**config.mk**
```make
export PLATFORM = sky130hd
export DESIGN_NAME = xbar_write_tracker
export DESIGN_NICKNAME = d
export VERILOG_FILES = /design/src/rtl/xbar_write_tracker.sv
export SDC_FILE = /design/constraint.sdc
export NUM_CORES = 1
export LEC_CHECK = 0
export ABC_CLOCK_PERIOD_IN_PS = 7250
export BUFFER_PORTS_ARGS = -buffer_cell sky130_fd_sc_hd__buf_2
export CAP_MARGIN = 20
export CORE_MARGIN = 2
export CORE_UTILIZATION = 50
export CTS_CLUSTER_DIAMETER = 80
export CTS_CLUSTER_SIZE = 14
export DETAILED_ROUTE_END_ITERATION = 16
export GPL_TIMING_DRIVEN = 0
export PLACE_DENSITY_LB_ADDON = 0.15
export SYNTH_ARGS = -nofsm -noshare
export SYNTH_HDL_FRONTEND = slang
export SYNTH_SLANG_ARGS = --single-unit
```
**constraint.sdc**
```tcl
create_clock -name ACLK -period 7.25 [get_ports ACLK]
set_input_delay 0.725 -clock ACLK [delete_from_list [all_inputs] [get_ports ACLK]]
set_output_delay 0.725 -clock ACLK [all_outputs]
set_load 0.01 [all_outputs]
```
**src/rtl/xbar_write_tracker.sv**
```systemverilog
// Master-side write tracker: per-ID outstanding counts with destination tags,
// plus a W-routing FIFO that steers W bursts in AW issue order.
module xbar_write_tracker #(
    parameter int ID_WIDTH        = 4,
    parameter int SLAVES          = 2,
    parameter int MAX_OUTSTANDING = 4,
    parameter int MAX_TOTAL       = 8,
    parameter int W_ROUTE_DEPTH   = 8,
    localparam int SLV_W = (SLAVES > 1) ? $clog2(SLAVES) : 1,
    localparam int TW    = $clog2(MAX_TOTAL + 1)
) (
    input  logic                ACLK,
    input  logic                ARESETn,
    input  logic                aw_req_valid,
    input  logic [ID_WIDTH-1:0] aw_req_id,
    input  logic [SLV_W-1:0]    aw_req_dest,
    output logic                aw_block,
    input  logic                aw_issue,
    output logic                w_route_valid,
    output logic [SLV_W-1:0]    w_route_dest,
    input  logic                w_fire,
    input  logic                w_last,
    input  logic                b_fire,
    input  logic [ID_WIDTH-1:0] b_id,
    output logic [TW-1:0]       outstanding_total,
    output logic                err_unexpected_b
);

    localparam int NID = 1 << ID_WIDTH;
    localparam int CW  = $clog2(MAX_OUTSTANDING + 1);
    localparam int PW  = $clog2(W_ROUTE_DEPTH);
    localparam logic [CW-1:0] CNT_MAX = CW'(MAX_OUTSTANDING);
    localparam logic [TW-1:0] TOT_MAX = TW'(MAX_TOTAL);

    logic [CW-1:0]    cnt_q   [NID];
    logic [CW-1:0]    cnt_d   [NID];
    logic [SLV_W-1:0] tag_q   [NID];
    logic [SLV_W-1:0] tag_d   [NID];
    logic [SLV_W-1:0] route_q [W_ROUTE_DEPTH];
    logic [PW:0]      wr_q, wr_d;
    logic [PW:0]      rd_q, rd_d;
    logic [TW-1:0]    total_q, total_d;
    logic             err_q, err_d;

    logic fifo_full;
    logic fifo_empty;
    logic aw_cnt_busy;
    logic b_cnt_busy;
    logic issue;
    logic retire;
    logic pop;

    assign fifo_empty = (wr_q == rd_q);
    assign fifo_full  = (wr_q[PW] != rd_q[PW]) &&
                        (wr_q[PW-1:0] == rd_q[PW-1:0]);

    assign aw_cnt_busy = (cnt_q[aw_req_id] != '0);
    assign b_cnt_busy  = (cnt_q[b_id] != '0);

    // Same-ID writes to a different slave must wait until the ID drains.
    assign aw_block = ~aw_req_valid
                    | (cnt_q[aw_req_id] == CNT_MAX)
                    | (aw_cnt_busy & (tag_q[aw_req_id] != aw_req_dest))
                    | fifo_full
                    | (total_q == TOT_MAX);

    assign issue  = aw_issue & ~aw_block;
    assign retire = b_fire & b_cnt_busy;
    assign pop    = w_fire & w_last & ~fifo_empty;

    always_comb begin
        cnt_d   = cnt_q;
        tag_d   = tag_q;
        wr_d    = wr_q;
        rd_d    = rd_q;
        total_d = total_q;
        err_d   = err_q | (b_fire & ~b_cnt_busy);
        if (issue) begin
            cnt_d[aw_req_id] = cnt_d[aw_req_id] + CW'(1);
            tag_d[aw_req_id] = aw_req_dest;
            wr_d             = wr_q + (PW+1)'(1);
        end
        if (retire) begin
            cnt_d[b_id] = cnt_d[b_id] - CW'(1);
        end
        if (pop) begin
            rd_d = rd_q + (PW+1)'(1);
        end
        if (issue && !retire) begin
            total_d = total_q + TW'(1);
        end else if (retire && !issue) begin
            total_d = total_q - TW'(1);
        end
    end

    always_ff @(posedge ACLK) begin
        if (!ARESETn) begin
            for (int i = 0; i < NID; i++) begin
                cnt_q[i] <= '0;
                tag_q[i] <= '0;
            end
            wr_q    <= '0;
            rd_q    <= '0;
            total_q <= '0;
            err_q   <= 1'b0;
        end else begin
            cnt_q   <= cnt_d;
            tag_q   <= tag_d;
            wr_q    <= wr_d;
            rd_q    <= rd_d;
            total_q <= total_d;
            err_q   <= err_d;
        end
    end

    // Route storage needs no reset; visibility is governed by the pointers.
    always_ff @(posedge ACLK) begin
        if (issue) begin
            route_q[wr_q[PW-1:0]] <= aw_req_dest;
        end
    end

    assign w_route_valid     = ~fifo_empty;
    assign w_route_dest      = route_q[rd_q[PW-1:0]];
    assign outstanding_total = total_q;
    assign err_unexpected_b  = err_q;

endmodule

```
==> summary.txt, run 1 <==
Power
  – Fraction of power consumed by sequential logic: 0.432
  – Int Power: 0.8216 mW
  – P_leak: 2.473 nW
  – Pwr dens: 185.4 nW/um^2
  – Logic pwr share: 0.194
  – Peak supply drop: 0.1271 mV
  – Switching power: 0.3737 mW
  – Clock share of power: 0.374
  – Switching Fraction: 0.3126

Finish
  – P&R area growth vs syn: 10.36%
  – # diodes: 0
  – Share of cells above drive strength 1: 0.1905
  – Nets: 676
  – Post-layout util: 0.5648
  – Fin cells: 799
  – Commonest non-fill, non-tap cell in the layout: dfxtp_1
  – Most frequent cells in the layout: dfxtp_1 (80), nor2_1 (71), mux2i_1 (55)

Synthesis
  – Mapped Cells: 621
  – Synthesized area: 5843 sq um
  – Top cell type by total area after synthesis: dfxtp_1
  – FF+latch count, synth: 88
  – Net Count, Synth: 646
  – Top-area cell type share of the netlist area: 0.2741
  – Fraction of the yosys area taken by sequential cells: 0.3152
  – Syn Area/Cell: 9.409 sq um
  – Distinct cells, synth: 75
  – Area contributors post-synth: dfxtp_1 (27%), mux2i_1 (9.4%), mux4_2 (7.7%)
  – Post-synth EDFFs: 8
  – Ys async rst share: 0
  – Main synth FF type: dfxtp_1
  – Synth warn: 0

STA
  – Final period util: 0.9835
  – Setup WS post-layout: 119.6 ps
  – Final clock skew: 8.684 ps
  – RSZ-0062 raised after global routing: false
  – Worst-margin pin slew: 864.6 ps
  – Hold Vio Cnt, Final: 0
  – Slew headroom: 0.4236
  – Hold WS: 488.8 ps
  – Tmin final: 7130 ps
  – Fmax: 140.2 MHz
  – Count of final setup violators: 0
  – Pins over their slew limit: 0

Outcome
  – Status: finished, final reports clean

Drt
  – 1st-pass router iterations: 5
  – Via count: 5,261
  – Via-to-Cell Ratio: 6.584
  – Final WL: 19.65 mm
  – Residual DRC: 0
  – Final ANT Viol Nets: 0
  – Drt wl/cell: 24.60 um
  – Initial drt markers: 444

Worst setup path
  – Reg2reg setup slack: 970 ps
  – Worst endpoint data arrival time: 7330 ps
  – Worst r2r src: cnt_q[21]
  – Reg2Reg Depth: 17
  – CP Launch Type: primary input
  – Critical-path top delay cell: nor4_4
  – Slowest Stage Delay on Critical Path: 620 ps
  – Worst-path cell chain: buf_6 -> buf_8 -> clkbuf_1 -> mux4_2 -> mux2_2 -> o21ai_2 -> clkbuf_2 -> ha_1 -> inv_1 -> mux2i_4 -> nor4_4 -> mux2_2 -> mux4_2 -> a22oi_4 -> nand2_2 -> a21oi_1 -> ha_1 -> inv_1 -> xnor2_2 -> a211oi_2
  – Critical path endpoint category: register
  – Worst path depth: 20
  – Worst Path Required: 7450 ps
  – R2R Path End: cnt_q[29]
  – Crit-path leading delay family: multiplexers
  – Buf+Inv Stages, Crit Path: 6
  – Crit-path max FO: 10
  – CP Class: in -> reg

CTS
  – Setup bufs post-CTS: 0
  – Clock buffer count from CTS: 9
  – Clock transition at the registers of the reported paths: 70 ps
  – # resized after CTS: 7
  – Worst-Skew Late Latency: 350 ps
  – Clk sink count: 88
  – TritonCTS clock tree: yes
  – Clock tree buffer depth: 2
  – Hold buffer count at CTS: 0
  – H-tree depth: 3
  – Clk Tree Root Cell: clkbuf_16

Placement
  – DP HPWL: 14.63 mm
  – Port buffer count: 18
  – Final GP Congestion: 1.008
  – DP Cell Count: 782
  – Post-Place Worst Slack: -806.5 ps

Worst hold path
  – Hold Path End: err_unexpected_b
  – Hold_sp: err_unexpected_b
  – Worst Hold Depth: 2
  – Worst min path class: reg -> reg

Die
  – Core footprint: 11,420 sq um
  – Die area: 12,570 sq um
  – FP Rows: 39
  – Ports: 24
  – Starting Density: 0.5117
  – Die W: 112.1 um
  – Height of the chip: 112.1 um

Global route
  – First-pass GRT wire length: 29.73 mm
  – Total track usage: 0.3146
  – Grt ovf: 0
  – Antenna violations before repair: 0
  – Vias in the first global route: 5,067
  – Largest net degree at the start of global routing: 17

Job
  – # Max-Cap Violations: 0
==> how the worst max path moves through the flow <==
stage / startpoint / endpoint / slack, ps
global route: aw_req_id[1] / cnt_q[8] / 40
CTS: aw_req_id[1] / cnt_q[29] / 40
finish: aw_req_id[1] / cnt_q[29] / 120
floorplan: aw_req_id[1] / cnt_q[8] / 1360
global placement: aw_req_id[1] / cnt_q[8] / -820
detailed placement: aw_req_id[1] / cnt_q[29] / -810
==> through the flow <==
stage | total power [mW] | instance area [sq um] | setup TNS [ps]
finish | 1.195 | 6449 | 0
global route | 1.236 | 6449 | 0
CTS | 1.194 | 6442 | 0
detailed placement | 0.7494 | 6112 | -17730
global placement | 0.7469 | 6112 | -18170
floorplan | 0.6799 | 5843 | 0
==> power groups by stage <==
stage / sequential [mW] / clock, mW / combinational, mW
global route: 0.518 / 0.471 / 0.247
floorplan: 0.526 / 0 / 0.154
CTS: 0.516 / 0.451 / 0.227
finish: 0.517 / 0.447 / 0.232
detailed placement: 0.527 / 0 / 0.222
global placement: 0.526 / 0 / 0.221
==> cell families after synthesis <==
logic type,Yosys count,synth area share
compound gates,101,0.1349
xor+xnor,19,0.03234
fa+ha+maj,9,0.02056
buf+inv,60,0.04647
flops,88,0.3152
mux,106,0.2336
simple gates,238,0.2169
==> Yosys cell counts, drive strengths merged (9+ instances only) <==
cell type  count
nor4          18
mux2i         56
nor3          24
clkbuf        29
buf           20
nand3         17
inv            9
nor2b         11
nor2          72
a21oi         21
o22ai         11
nand2b        14
a211oi        19
mux4          20
xnor2         11
dfxtp         80
and2           9
mux2          30
nand2         34
==> worst reg2reg max path: cells and delay by family, from the launching register on <==
family,cells,cell delay (ps)
buf+inv,3,720
mux,5,1980
fa+ha+maj,2,630
flops,1,340
xor+xnor,1,570
simple gates,2,770
compound gates,4,1110
==> flip-flops by register name, indices dropped and copies added (netlist names), named ones only <==
signal	flops
outstanding_total	4
err_unexpected_b	1
cnt_q	48
tag_q	16
route_q	8
rd_q	4
wr_q	4
==> metal layers <==
layer	GRT usage	vias up	part of all wire	wire, um
li1	-	2366	-	-
met1	0.4414	2518	0.43	8511
met2	0.4530	299	0.42	8242
met3	0.06263	78	0.094	1844
met4	0.1780	0	0.054	1056
met5	0	-	0	0
==> layout make-up <==
cell class	instances	area [sq um]
sequential	88	1842
clock buffer	9	225.2
buffer	49	231.5
clock inverter	7	53.80
multi-input combinational	473	3781
inverter	11	41.29
timing repair buffer	19	95.09
fill	1057	4970
tap	143	178.9
No activity file was read; power rests on OpenSTA's default activity.
==> run 2, diff against run 1 <==
--- a/config.mk
+++ b/config.mk
@@ -8,13 +8,14 @@
 export ABC_CLOCK_PERIOD_IN_PS = 7250
 export BUFFER_PORTS_ARGS = -buffer_cell sky130_fd_sc_hd__buf_2
 export CAP_MARGIN = 20
-export CORE_MARGIN = 2
+export CORE_MARGIN = 1
 export CORE_UTILIZATION = 50
 export CTS_CLUSTER_DIAMETER = 80
 export CTS_CLUSTER_SIZE = 14
 export DETAILED_ROUTE_END_ITERATION = 16
 export GPL_TIMING_DRIVEN = 0
 export PLACE_DENSITY_LB_ADDON = 0.15
+export SETUP_SLACK_MARGIN = 0.4
 export SYNTH_ARGS = -nofsm -noshare
 export SYNTH_HDL_FRONTEND = slang
 export SYNTH_SLANG_ARGS = --single-unit
==> run 2 against run 1 <==
Compared with the run above:
- sequential power about the same
- critical path type unchanged
- register-to-register slack better by 210 ps
- largest cell class unchanged
- clock power down 0.9%
- critical path depth up 3
- combinational power about the same
- total power down 0.13%
- final cell count up 0.38%
- die area down 3.5%
==> summary.txt, run 2 (synthesis results as in run 1) <==
Finish
  – Fin cells: 802 (+0.38%)
  – Commonest non-fill, non-tap cell in the layout: dfxtp_1
  – Most frequent cells in the layout: dfxtp_1 (80), nor2_1 (71), mux2i_1 (55)
  – Nets: 679 (+0.44%)
  – Post-layout util: 0.5674 (+0.002630)
  – # diodes: 0 (unchanged)
  – Finished Cell Area: 6479 sq um (+0.47%)
  – Share of cells above drive strength 1: 0.1958 (+0.005202)
  – Max FFs per register: 48 (unchanged)
  – P&R area growth vs syn: 10.88%
  – Reg with most FFs: cnt_q

Global route
  – Vias in the first global route: 4,830 (-4.7%)
  – Grt ovf: 0 (unchanged)
  – First-pass GRT wire length: 28.97 mm (-2.6%)
  – Total track usage: 0.3385 (+0.02391)
  – Largest net degree at the start of global routing: 20 (+3)
  – Antenna violations before repair: 0 (unchanged)

Worst setup path
  – Worst r2r src: cnt_q[42]
  – Crit-path max FO: 10 (unchanged)
  – Worst path most repeated cell: buf_2
  – Critical path endpoint category: register
  – Worst Setup SP: aw_req_id[0]
  – Worst Path Required: 7450 ps (about the same)
  – CP Launch Type: primary input
  – CP Class: in -> reg
  – Worst endpoint data arrival time: 6840 ps (-490 ps)
  – Slowest Stage Delay on Critical Path: 610 ps (about the same)
  – Worst-path cell chain: buf_2 -> buf_2 -> mux4_2 -> mux2i_1 -> nand2_1 -> o21ai_2 -> clkbuf_2 -> ha_1 -> inv_1 -> or3_1 -> and2_1 -> buf_4 -> and3_1 -> buf_2 -> mux2_2 -> a221o_1 -> a22oi_4 -> nand2_2 -> a21oi_1 -> ha_1 -> inv_1 -> xnor2_4 -> a211oi_2
  – Critical-path top delay cell: mux4_2

Drt
  – Drt wl/cell: 24.30 um (-1.2%)
  – Final WL: 19.49 mm (-0.82%)
  – Final ANT Viol Nets: 0 (unchanged)
  – 1st-pass router iterations: 5 (unchanged)
  – Via-to-Cell Ratio: 6.579 (about the same)
  – Via count: 5,276 (+0.29%)
  – Residual DRC: 0 (unchanged)
  – Initial drt markers: 564 (+27%)

CTS
  – Clock transition at the registers of the reported paths: 70 ps (about the same)
  – Clock buffer count from CTS: 9 (unchanged)
  – Hold buffer count at CTS: 0 (unchanged)
  – Clk Tree Root Cell: clkbuf_16
  – H-tree depth: 3 (unchanged)
  – Clk sink count: 88 (unchanged)
  – Worst-Skew Late Latency: 350 ps (about the same)
  – Clock tree buffer depth: 2 (unchanged)
  – TritonCTS clock tree: yes

STA
  – Fmax: 150.6 MHz (+7.4%)
  – Total negative slack: 0 ps (unchanged)
  – Slew headroom: 0.4474 (+0.02383)
  – Pins over their slew limit: 0 (unchanged)
  – Final clock skew: 6.633 ps (-2.050 ps)
  – Final period util: 0.9159 (-0.06763)
  – Worst-margin pin slew: 828.8 ps (-35.74 ps)
  – Hold Vio Cnt, Final: 0 (unchanged)
  – RSZ-0062 raised after global routing: false
  – Count of final setup violators: 0 (unchanged)
  – Tmin final: 6640 ps (-490.3 ps)

Placement
  – Final GP Congestion: 1.017 (+0.91%)
  – Placed inst area: 6117 sq um (about the same)
  – Port buffer count: 18 (unchanged)
  – DP Cell Count: 783 (+0.13%)
  – DP HPWL: 14.64 mm (about the same)

Outcome
  – Status: finished, final reports clean

Die
  – Height of the chip: 110.1 um (-1.8%)
  – Ports: 24 (unchanged)
  – FP Rows: 39 (unchanged)
  – Starting Density: 0.5117 (unchanged)
  – Core footprint: 11,420 sq um (unchanged)
  – Die area: 12,120 sq um (-3.5%)
  – Die W: 110.1 um (-1.8%)

Power
  – Peak supply drop: 0.1312 mV (+3.2%)
  – Pwr dens: 184.2 nW/um^2 (-0.60%)
  – P_leak: 2.499 nW (+1.0%)
  – Power consumption: 1.194 mW (-0.13%)

Worst hold path
  – Worst min path class: reg -> reg
  – Hold_sp: err_unexpected_b

Job
  – # Max-Cap Violations: 0 (unchanged)
## run 2: critical path, delay by kind of cell
kind / cells / cell delay (ps)
buffers and inverters: 7 / 1790
AOI/OAI and AO/OA: 5 / 1190
muxes: 3 / 1090
and+or+nand+nor: 5 / 1020
adders and majority gates: 2 / 640
xor gates and xnor gates: 1 / 370
## run 2: layout make-up
cell class	count	area [sq um]
fill	1054	4940
multi-input combinational	473	3786
sequential	88	1842
buffer	48	229.0
clock buffer	9	225.2
tap	143	178.9
timing repair buffer	23	122.6
clock inverter	7	53.80
inverter	11	41.29
## run 2: power breakdown
group,internal (mW),switching (mW),leakage (nW)
Sequential,0.503,0.0131,0.719
Clock,0.235,0.208,0.129
Combinational,0.0855,0.149,1.65
## run 2: metrics by stage
stage	hold slack [ps]	setup WS (ps)
2_1_floorplan	450.1	1363
3_3_place_gp	446.3	-858.7
3_5_place_dp	455.8	-850.0
4_1_cts	471.0	501.8
5_1_grt	514.5	417.9
6_report	466.1	609.9
## run 2: worst paths after layout
check / end / slack [ps] / cells after the start
min reg2reg: err_unexpected_b / 470 / 2
max reg2reg: cnt_q[29] / 1180 / 20
min: err_unexpected_b / 470 / 2
max: cnt_q[29] / 610 / 23
## run 2: repair_timing
item / 4_1_cts / 5_1_grt
pin swaps: 0 / 3
gates resized for setup: 7 / 3
buffers inserted: 0 / 3
cloned: 0 / 0
setup endpoints to repair: 32 / 16
## run 2: routing by layer
metal | up-vias | track usage | part of all wire
li1 | 2372 | - | -
met1 | 2527 | 0.4637 | 0.44
met2 | 297 | 0.4759 | 0.41
met3 | 80 | 0.08642 | 0.092
met4 | 0 | 0.2030 | 0.059
met5 | - | 0 | 0
==> run 3, diff against run 2 <==
--- a/config.mk
+++ b/config.mk
@@ -5,11 +5,11 @@
 export SDC_FILE = /design/constraint.sdc
 export NUM_CORES = 1
 export LEC_CHECK = 0
-export ABC_CLOCK_PERIOD_IN_PS = 7250
+export ABC_CLOCK_PERIOD_IN_PS = 6700
 export BUFFER_PORTS_ARGS = -buffer_cell sky130_fd_sc_hd__buf_2
 export CAP_MARGIN = 20
 export CORE_MARGIN = 1
-export CORE_UTILIZATION = 50
+export CORE_UTILIZATION = 45
 export CTS_CLUSTER_DIAMETER = 80
 export CTS_CLUSTER_SIZE = 14
 export DETAILED_ROUTE_END_ITERATION = 16
==> constraint.sdc (replaced) <==
create_clock -name ACLK -period 6.7 [get_ports ACLK]
set_input_delay 0.67 -clock ACLK [delete_from_list [all_inputs] [get_ports ACLK]]
set_output_delay 0.67 -clock ACLK [all_outputs]
set_load 0.01 [all_outputs]
==> run 3 against run 2 <==
Compared with the run above:
- sequential power increased by 8.3%
- utilization decreased by 4.6 points
- register-to-register slack got worse by 250 ps
- non-clock buffer count increased by 1
- clock power increased by 26%
- total power increased by 15%
- hold slack improved by 16 ps
- clock skew increased by 4.2 ps
- worst setup slack got worse by 50 ps
- via count decreased by 0.63%
- largest cell class unchanged
==> summary.txt, run 3 (synthesis results as in run 1) <==
Finish
  – Commonest non-fill, non-tap cell in the layout: dfxtp_1
  – Fillers: 1,195 (+13%)
  – Finished Cell Area: 6574 sq um (+1.5%)
  – Most frequent cells in the layout: dfxtp_1 (80), nor2_1 (71), mux2i_1 (55)
  – # diodes: 0 (unchanged)
  – Reg with most FFs: cnt_q
  – Post-layout util: 0.5209 (-0.04647)
  – Share of cells above drive strength 1: 0.1955 (-0.0002966)
  – P&R area growth vs syn: 12.51%
  – Max FFs per register: 48 (unchanged)
  – Nets: 680 (+0.15%)

Worst setup path
  – R2R Path End: cnt_q[13]
  – CP Launch Type: primary input
  – Reg2Reg Depth: 20 (unchanged)
  – Worst Path Required: 6990 ps (-460 ps)
  – Worst endpoint data arrival time: 6430 ps (-410 ps)
  – Worst r2r src: cnt_q[42]
  – Worst Setup SP: aw_req_id[0]
  – Crit-path max FO: 10 (unchanged)
  – Worst Setup EP: cnt_q[13]
  – Critical path endpoint category: register
  – CP Class: in -> reg
  – Reg2reg setup slack: 930 ps (-250 ps)

Power
  – Peak supply drop: 0.1404 mV (+7.0%)
  – P_leak: 2.524 nW (+1.0%)
  – Int Power: 0.9665 mW (+17%)
  – Logic pwr share: 0.185 (-0.011)
  – Clock share of power: 0.407 (+0.036)
  – Fraction of power consumed by sequential logic: 0.408 (-0.025)
  – Switching power: 0.4026 mW (+8.9%)
  – Switching Fraction: 0.2940 (-0.01566)
  – Pwr dens: 208.3 nW/um^2 (+13%)

CTS
  – Clock buffer count from CTS: 9 (unchanged)
  – Clk sink count: 88 (unchanged)
  – Clock transition at the registers of the reported paths: 60 ps (about the same)
  – Worst-Skew Late Latency: 370 ps (+20 ps)
  – Clock tree buffer depth: 2 (unchanged)
  – Hold buffer count at CTS: 0 (unchanged)
  – H-tree depth: 3 (unchanged)
  – Clk Tree Root Cell: clkbuf_16
  – TritonCTS clock tree: yes

Placement
  – Port buffer count: 18 (unchanged)
  – DP HPWL: 14.74 mm (+0.65%)
  – Final GP Congestion: 0.9973 (-1.9%)
  – Placed inst area: 6153 sq um (+0.59%)

Drt
  – 1st-pass router iterations: 5 (unchanged)
  – Final WL: 19.93 mm (+2.3%)
  – Final ANT Viol Nets: 0 (unchanged)
  – Via count: 5,243 (-0.63%)
  – Via-to-Cell Ratio: 6.302 (-4.2%)
  – Residual DRC: 0 (unchanged)
  – Initial drt markers: 479 (-15%)
  – Drt wl/cell: 23.96 um (-1.4%)

Global route
  – Grt ovf: 0 (unchanged)
  – First-pass GRT wire length: 30.12 mm (+4.0%)
  – Antenna violations before repair: 0 (unchanged)
  – Total track usage: 0.3136 (-0.02495)
  – Vias in the first global route: 4,969 (+2.9%)
  – Largest net degree at the start of global routing: 20 (unchanged)

STA
  – Total negative slack: 0 ps (unchanged)
  – Worst-margin pin slew: 809.7 ps (-19.14 ps)
  – Fmax: 162.9 MHz
  – Tmin final: 6141 ps
  – Hold Vio Cnt, Final: 0 (unchanged)
  – Pins over their slew limit: 0 (unchanged)
  – RSZ-0062 raised after global routing: false
  – Final clock skew: 10.86 ps (+4.226 ps)
  – Count of final setup violators: 0 (unchanged)
  – Final period util: 0.9165
  – Slew headroom: 0.4561 (+0.008608)

Die
  – Height of the chip: 116.0 um (+5.3%)
  – Ports: 24 (unchanged)
  – Starting Density: 0.4630 (-0.04871)
  – Core footprint: 12,620 sq um (+11%)
  – Die W: 116.0 um (+5.3%)
  – FP Rows: 41 (+5.1%)
  – Die area: 13,440 sq um (+11%)

Worst hold path
  – Worst min path class: reg -> reg

Job
  – # Max-Cap Violations: 0 (unchanged)

Outcome
  – Status: finished, final reports clean
[run 3: worst min path at each step]
| stage | cells past startpoint | endpoint | slack, ps | from |
|---|---|---|---|---|
| floorplan | 2 | tag_q[12] | 450 | tag_q[12] |
| global placement | 2 | err_unexpected_b | 440 | err_unexpected_b |
| detailed placement | 2 | tag_q[12] | 470 | tag_q[12] |
| CTS | 2 | tag_q[12] | 480 | tag_q[12] |
| global route | 2 | tag_q[13] | 540 | tag_q[13] |
| finish | 2 | tag_q[12] | 480 | tag_q[12] |
[run 3: routing by layer]
metal | up-vias | global-route usage | wire (um)
met1 | 2510 | 0.4349 | 8740
met2 | 300 | 0.4599 | 8655
met4 | 0 | 0.1607 | 824
met5 | - | 0 | 0
met3 | 58 | 0.06381 | 1712
li1 | 2375 | - | -
[run 3: per-stage QoR]
stage / instances / hold WS (ps) / setup slack [ps] / power, mW
detailed placement: 812 / 468.5 / -1364 / 0.8112
CTS: 829 / 478.8 / 458.0 / 1.369
floorplan: 621 / 450.1 / 868.2 / 0.7357
finish: 832 / 481.7 / 559.4 / 1.369
global route: 832 / 544.3 / 413.5 / 1.414
global placement: 811 / 444.0 / -1352 / 0.8079
[run 3: critical path: stages]
cell	delay [ps]
buf_2	250
buf_4	290
mux4_2	580
mux2i_1	180
nand2_1	80
o21ai_2	240
buf_6	260
ha_1	220
inv_1	140
or3_1	450
and2_1	180
buf_4	150
and3_1	150
buf_2	180
mux2_2	300
a221o_1	410
a22oi_4	280
nand2_2	150
a21oi_1	170
ha_1	370
clkbuf_2	300
mux2_2	320
nor2_1	90
[run 3: area by class of cell]
| type | instances | area [sq um] | area share |
|---|---|---|---|
| Buffer | 48 | 237.7 | 0.03616 |
| Sequential cell | 88 | 1842 | 0.2802 |
| Clock inverter | 6 | 92.59 | 0.01408 |
| Inverter | 11 | 41.29 | 0.006281 |
| Clock buffer | 10 | 229.0 | 0.03483 |
| Timing Repair Buffer | 24 | 130.1 | 0.01979 |
| Multi-Input combinational cell | 473 | 3786 | 0.5759 |
| Tap cell | 172 | 215.2 | 0.03274 |
[run 3: power groups by stage]
stage                     clock network (mW)  registers [mW]  logic [mW]
after detailed placement                   0           0.570       0.241
after global routing                   0.581           0.561       0.272
final                                  0.557           0.559       0.254
after CTS                              0.563           0.558       0.248
after floorplan                            0           0.569       0.166
after global placement                     0           0.570       0.238
[run 3: timing repair]
item | CTS | global route
resized for setup | 11 | 2
pin swaps | 2 | 3
setup buffers | 2 | 2
endpoints found under the setup margin | 40 | 24
